File: src/rtl/dmem_port_arbiter.sv
// Round-robin arbiter sharing one data-memory port between two requesters, one access in flight.
// Optional BUSY-timeout abort is enabled by defining DMEM_ARB_TIMEOUT_EN.
module dmem_port_arbiter #(
    parameter int unsigned ADDR_W         = 32,
    parameter int unsigned DATA_W         = 32,
    parameter int unsigned TIMEOUT_CYCLES = 64
) (
    input  logic              clk_i,
    input  logic              reset_ni,
    input  logic              r0_read_i,
    input  logic              r0_write_i,
    input  logic [ADDR_W-1:0] r0_addr_i,
    input  logic [DATA_W-1:0] r0_data_i,
    output logic              r0_done_o,
    output logic [DATA_W-1:0] r0_rd_data_o,
    input  logic              r1_read_i,
    input  logic              r1_write_i,
    input  logic [ADDR_W-1:0] r1_addr_i,
    input  logic [DATA_W-1:0] r1_data_i,
    output logic              r1_done_o,
    output logic [DATA_W-1:0] r1_rd_data_o,
    input  logic [DATA_W-1:0] dmem_rd_data_i,
    input  logic              dmem_done_i,
    output logic              dmem_read_o,
    output logic              dmem_write_o,
    output logic [ADDR_W-1:0] dmem_addr_o,
    output logic [DATA_W-1:0] dmem_data_o,
    output logic              busy_o,
    output logic              grant_o,
    output logic              timeout_o
);
    typedef enum logic [1:0] {
        ST_IDLE = 2'd0,
        ST_BUSY = 2'd1,
        ST_RESP = 2'd2
    } state_e;

    state_e            state_q, state_d;
    logic              last_grant_q, last_grant_d;
    logic              grant_q, grant_d;
    logic              rd_q, rd_d;
    logic              wr_q, wr_d;
    logic [ADDR_W-1:0] addr_q, addr_d;
    logic [DATA_W-1:0] data_q, data_d;
    logic [DATA_W-1:0] rdata_q, rdata_d;
    logic              r0_valid, r1_valid, pick, expire;

    assign r0_valid = r0_read_i | r0_write_i;
    assign r1_valid = r1_read_i | r1_write_i;
    // On a tie the requester that was not served last wins.
    assign pick     = (r0_valid & r1_valid) ? ~last_grant_q : ~r0_valid;

`ifdef DMEM_ARB_TIMEOUT_EN
    localparam int unsigned CNT_W = (TIMEOUT_CYCLES > 1) ? $clog2(TIMEOUT_CYCLES) : 1;

    logic [CNT_W-1:0] cnt_q, cnt_d;
    logic             to_q, to_d;

    assign expire = (state_q == ST_BUSY) && (cnt_q == CNT_W'(TIMEOUT_CYCLES - 1));

    // Counter is zero whenever BUSY is entered; a done on the expiry cycle suppresses the abort flag.
    always_comb begin
        cnt_d = '0;
        to_d  = 1'b0;
        if (state_q == ST_BUSY) begin
            cnt_d = cnt_q + CNT_W'(1);
            to_d  = expire & ~dmem_done_i;
        end else if (state_q == ST_RESP) begin
            to_d = to_q;
        end
    end

    always_ff @(posedge clk_i or negedge reset_ni) begin
        if (!reset_ni) begin
            cnt_q <= '0;
            to_q  <= 1'b0;
        end else begin
            cnt_q <= cnt_d;
            to_q  <= to_d;
        end
    end

    assign timeout_o = (state_q == ST_RESP) & to_q;
`else
    localparam int unsigned unused_timeout_cycles = TIMEOUT_CYCLES;

    assign expire    = 1'b0;
    assign timeout_o = 1'b0;
`endif

    always_ff @(posedge clk_i or negedge reset_ni) begin
        if (!reset_ni) state_q <= ST_IDLE;
        else           state_q <= state_d;
    end

    always_comb begin
        state_d      = state_q;
        last_grant_d = last_grant_q;
        grant_d      = grant_q;
        rd_d         = rd_q;
        wr_d         = wr_q;
        addr_d       = addr_q;
        data_d       = data_q;
        rdata_d      = rdata_q;
        case (state_q)
            ST_IDLE: begin
                if (r0_valid | r1_valid) begin
                    grant_d = pick;
                    state_d = ST_BUSY;
                    if (!pick) begin
                        wr_d   = r0_write_i;
                        rd_d   = r0_read_i & ~r0_write_i;
                        addr_d = r0_addr_i;
                        data_d = r0_data_i;
                    end else begin
                        wr_d   = r1_write_i;
                        rd_d   = r1_read_i & ~r1_write_i;
                        addr_d = r1_addr_i;
                        data_d = r1_data_i;
                    end
                end
            end
            ST_BUSY: begin
                if (dmem_done_i || expire) begin
                    rdata_d      = (dmem_done_i && rd_q) ? dmem_rd_data_i : '0;
                    rd_d         = 1'b0;
                    wr_d         = 1'b0;
                    last_grant_d = grant_q;
                    state_d      = ST_RESP;
                end
            end
            ST_RESP: state_d = ST_IDLE;
            default: state_d = ST_IDLE;
        endcase
    end

    always_ff @(posedge clk_i or negedge reset_ni) begin
        if (!reset_ni) begin
            last_grant_q <= 1'b1;
            grant_q      <= 1'b0;
            rd_q         <= 1'b0;
            wr_q         <= 1'b0;
            addr_q       <= '0;
            data_q       <= '0;
            rdata_q      <= '0;
        end else begin
            last_grant_q <= last_grant_d;
            grant_q      <= grant_d;
            rd_q         <= rd_d;
            wr_q         <= wr_d;
            addr_q       <= addr_d;
            data_q       <= data_d;
            rdata_q      <= rdata_d;
        end
    end

    always_comb begin
        r0_done_o    = 1'b0;
        r1_done_o    = 1'b0;
        r0_rd_data_o = '0;
        r1_rd_data_o = '0;
        busy_o       = (state_q != ST_IDLE);
        if (state_q == ST_RESP) begin
            if (grant_q) begin
                r1_done_o    = 1'b1;
                r1_rd_data_o = rdata_q;
            end else begin
                r0_done_o    = 1'b1;
                r0_rd_data_o = rdata_q;
            end
        end
    end

    assign dmem_read_o  = rd_q;
    assign dmem_write_o = wr_q;
    assign dmem_addr_o  = addr_q;
    assign dmem_data_o  = data_q;
    assign grant_o      = grant_q;

endmodule

File: config.mk
export PLATFORM = sky130hd
export DESIGN_NAME = dmem_port_arbiter
export DESIGN_NICKNAME = d
export VERILOG_FILES = /design/src/rtl/dmem_port_arbiter.sv
export SDC_FILE = /design/constraint.sdc
export NUM_CORES = 1
export LEC_CHECK = 0
export CORE_MARGIN = 4
export CORE_UTILIZATION = 40
export CTS_CLUSTER_DIAMETER = 60
export DETAILED_ROUTE_END_ITERATION = 6
export PLACE_DENSITY = 0.92
export SLEW_MARGIN = 40
export SYNTH_ARGS = -nofsm -noshare
export SYNTH_HDL_FRONTEND = slang
export SYNTH_SLANG_ARGS = --single-unit
File: constraint.sdc
create_clock -name clk_i -period 3.8 [get_ports clk_i]
set_input_delay 0.57 -clock clk_i [delete_from_list [all_inputs] [get_ports clk_i]]
set_output_delay 0.57 -clock clk_i [all_outputs]
set_load 0.01 [all_outputs]
== Yosys cells after proc, flatten, opt, wreduce, memory -nomap -nowiden ==
Index checks and enable logic that the tools add are counted.

* Bits in registers: 102
* Input port bits: 167
* Output and inout bits: 135
* Logic and storage cells: 52

* Equality and inequality tests: 4
* Muxes and demuxes: 22
* Bitwise logic cells: 10
* Reductions and logical operators: 8

{| class="wikitable"
|+ Operators with widths
! kind !! number
|-
| $mux W32 || 7
|-
| $mux W1 || 10
|-
| $reduce_and A2 Y1 || 3
|-
| $mux W2 || 2
|-
| $ne A2 B2 Y1 const B || 2
|-
| $not A1 Y1 || 4
|-
| $pmux W1 S2 || 2
|-
| $pmux W2 S2 || 1
|-
| $reduce_bool A2 Y1 || 2
|-
| $and A1 B1 Y1 || 3
|-
| $or A1 B1 Y1 || 3
|-
| $reduce_and A3 Y1 || 1
|-
| $eq A2 B1 Y1 const B || 1
|-
| $eq A2 B2 Y1 const B || 1
|-
| $logic_not A2 Y1 || 1
|-
| $logic_and A1 B1 Y1 || 1
|}

== Longest topological paths before layout ==
* Depth after elaboration: 6
* Gate-level depth with buffers: 6
* Mapped depth without buffers: 4

== Worst setup path after synthesis ==
Ideal clock, no wire load.

* Kind: register -> output
* From: register grant_q, in the netlist grant_o
* To: output r0_rd_data_o[22]
* Data arrival time: 1.305 ns
* Data required time: 3.230 ns
* Setup slack: 1.925 ns
* Stages on the path, launching flop included: 4
* Path buffers: 1
* Cells stage by stage: dfrtp_1 -> nor3b_1 -> clkbuf_1 -> and2_1

* Longest elaborated chain between the ends: 2

{| class="wikitable"
|+ Ends and longest elaborated chain
! element !! RTL line !! RTL
|-
| start, declared || 40 || <nowiki>logic grant_q, grant_d;</nowiki>
|-
| start signal, assigned || 148 || <nowiki>grant_q <= grant_d;</nowiki>
|-
| $mux W32 || 164 || <nowiki>if (grant_q) begin</nowiki>
|-
| $mux W32 || 163 || <nowiki>if (state_q == ST_RESP) begin</nowiki>
|-
| end, declared || 15 || <nowiki>output logic [DATA_W-1:0] r0_rd_data_o,</nowiki>
|}

Every way passes these cells.

== Worst setup path in the final report ==
* From: register state_q[0]
* To: output r1_rd_data_o[5]

* Longest elaborated chain between the ends: 2

{| class="wikitable"
|+ Ends and longest elaborated chain
! element !! RTL line !! RTL
|-
| start, declared || 38 || <nowiki>state_e state_q, state_d;</nowiki>
|-
| start signal, assigned || 93 || <nowiki>else state_q <= state_d;</nowiki>
|-
| $eq A2 B2 Y1 || 163 ||
|-
| $mux W32 || 163 ||
|-
| end, declared || 21 || <nowiki>output logic [DATA_W-1:0] r1_rd_data_o,</nowiki>
|}

Every way passes these cells.

==> reports/qor.txt <==
================================================================================
Most frequent cells in the layout                                   clkdlybuf4s50_1 (299), nand2_1 (132), a21oi_1 (128)
Total global-route track usage                                             0.231
Finished Core Util                                                         0.691
Total of max-cap violations                                                    0
Compound-Gate Fraction of Synth Area                                       0.178
Area post-placement                                                   7960 sq um
Global-route wire length before repair                                 25,900 um
Register area share after synthesis                                        0.523
Final hold viol count                                                          0
Port bufs                                                                    300
Height of the chip                                                        119 um
Launch point of the critical path                                     state_q[0]
Area share of and/or/nand/nor cells after synthesis                        0.246
Total iterations of the first detailed-routing run                             4
Initial core utilization                                                   0.408
Final net count                                                            1,033
Crit-path max FO                                                              33
Average via count per standard cell                                         5.00
Synth Area in Adders                                                           0
Status                                                              finished clean
Placement Rows                                                                40
Smallest hold slack                                                     0.258 ns
Placer's final routability congestion estimate                             0.842
Setup fix buffers added after clock tree synthesis                             0
Quantity of hold-fixing buffers added after cts                                0
Detailed Place HPWL                                                    12,300 um
Cells after synthesis                                                        593
PostCTS Resize Cnt                                                             0
List of cells traversed by the critical path                        and3b_2 > and2_1 > clkdlybuf4s50_1
Total nets after synthesis                                                   760
Combinational family with the most area after synthesis             simple AND/OR/NAND/NOR gates
N_diodes                                                                       0
Leakage dissipation                                                      3.46 nW
Area of the placeable core                                          12,000 sq um
CP peak stage delay                                                      0.56 ns
Worst slew slack as a fraction of its limit                                0.549
TNS Setup                                                                   0 ns
Critical path class                                                      reg2out
Clock transition at the registers of the reported paths                  0.07 ns
Die width                                                                 119 um
Required time of the critical path                                       3.23 ns
Signal arrival time at the worst endpoint                                2.12 ns
Residual antenna-violating net count after detailed routing                    0
Proportion of synthesized area in mux cells                                    0
Count of endpoints failing setup in the final report                           0
Final worst path period share                                              0.708
Clock period minus final worst setup slack                               2.69 ns
I/O Pins                                                                     302
Syn avg cell area                                                     8.24 sq um
Kind of capture point of the worst setup path                         output pin
Final Routed Wirelength                                                16,600 um
Maximum number of buffers from clock root to sink                              2
Final count of pins violating max slew                                         0
Count of H-tree levels built during CTS                                        3
Largest net degree at the start of global routing                             83
Congestion Overflow GR                                                         0
Commonest non-fill, non-tap cell in the layout                      clkdlybuf4s50_1
Cell with the largest stage delay on the worst path                 clkdlybuf4s50_1
Post-route standard cell area excluding fillers                       8260 sq um
XOR/XNOR Fraction of Synth Area                                                0
Warning count from the yosys run                                               0
Sinks on Clock Net                                                           102
Reg2reg setup slack                                                      1.99 ns
Worst path setup slack after routing                                     1.11 ns
Least-Margin Pin Slew                                                   0.676 ns
Post-place setup slack                                                   1.19 ns
Clk Tree Root Cell                                                     clkbuf_16
First DRT Iteration DRCs                                                     288
Peak clock frequency supported by timing                                 372 MHz
Power per unit of standard cell area                                 681 nW/um^2
Cell count after placement                                                 1,002
Reg2reg start                                                       last_grant_q
Detailed route wirelength on metal2                                      8590 um
Synthesized flop and latch total                                             102
Count of cell types in the netlist                                            25
Remaining routing DRC violations                                               0
Kind of start point of the critical path                                register
Via count of the first global-routing pass                                 5,101
Worst IR Drop VDD                                                       0.500 mV
Total number of vias                                                       5,092
Fraction of final layout cells sized beyond drive strength 1              0.0367
CTS Buf Count                                                                  9
Number of antenna violations at the first check in global routing              0
Classification of the worst-slack hold path                             in2async
Setup clock skew after layout                                         0.00885 ns
Cell area after technology mapping                                    4880 sq um
Top layer reached by signal wires                                           met4
Detailed-routed wire length on met3                                      1280 um
TritonCTS clock tree                                                         yes
Wire length per cell after detailed routing                              16.3 um
Wire length on met1                                                      6180 um
Clock network latency to the later pin of the worst-skew pair            0.35 ns
Setup repair after global routing missed its margin                        false
Non-filler cells in the finished layout                                    1,018
Area growth from synthesis to layout                                       69.2%
Area enclosed by the die boundary                                   14,000 sq um
Overall power of the completed layout                                    5.63 mW
================================================================================
==> cell families after synthesis <==
family	count (synthesis)
other	1
DFF	102
buffers and inverters	49
AOI/OAI and AO/OA	171
and+or+nand+nor	270
==> critical path: cells and delay by family (launching register included) <==
kind	cells	cell delay, ns
buffers and inverters	1	0.56
AND/OR/NAND/NOR	2	0.77
flip-flops	1	0.43
==> cell usage after synthesis (all sizes together) <==
| master | instances | area, sq um |
|---|---|---|
| clkbuf | 24 | 90.1 |
| nand3 | 1 | 5.00 |
| a21oi | 129 | 646 |
| nor2 | 66 | 248 |
| conb | 1 | 3.75 |
| o21ai | 38 | 194 |
| nor2b | 1 | 6.26 |
| and3 | 1 | 6.26 |
| nor3b | 1 | 7.51 |
| a21o | 2 | 15.0 |
| dfstp | 1 | 26.3 |
| a211o | 1 | 8.76 |
| dfrtp | 101 | 2530 |
| nand3b | 1 | 7.51 |
| buf | 22 | 155 |
| nand2b | 1 | 6.26 |
| and3b | 1 | 8.76 |
| o21bai | 1 | 7.51 |
| or2 | 1 | 8.76 |
| nand2 | 132 | 495 |
| and2 | 64 | 400 |
| inv | 3 | 11.3 |
==> metal layers <==
| layer | up-vias | track usage |
|---|---|---|
| li1 | 2469 | - |
| met1 | 2378 | 0.247 |
| met2 | 206 | 0.416 |
| met3 | 39 | 0.0756 |
| met4 | 0 | 0.0970 |
| met5 | - | 0 |
==> registers in the layout, summed over array words and instances (netlist names) <==
name and count:
state_q 2, dmem_addr_o 32, grant_o 1, dmem_read_o 1, dmem_write_o 1, rdata_q 32, last_grant_q 1, dmem_data_o 32
==> path summary, 6_finish.rpt <==
check,end,cells past startpoint
worst max-delay path,r1_rd_data_o[5],3
max in group asynchronous,dmem_addr_o[8],2
worst max register to register,dmem_addr_o[24],5
min in group clk_i,last_grant_q,2
worst min-delay path,rdata_q[8],1
worst min register to register,last_grant_q,2
==> where the power goes <==
| part | internal, mW | switching [mW] |
|---|---|---|
| clock network | 0.529 | 0.406 |
| logic | 1.33 | 1.40 |
| registers | 1.64 | 0.335 |
==> cell type report <==
class / instances / area (sq um)
tap: 147 / 184
timing repair buffer: 308 / 3100
multi-input combinational: 442 / 2110
fill: 916 / 3700
clock inverter: 5 / 58.8
clock buffer: 11 / 243
inverter: 3 / 11.3
sequential: 102 / 2550
(Power assumes the default switching activity.)
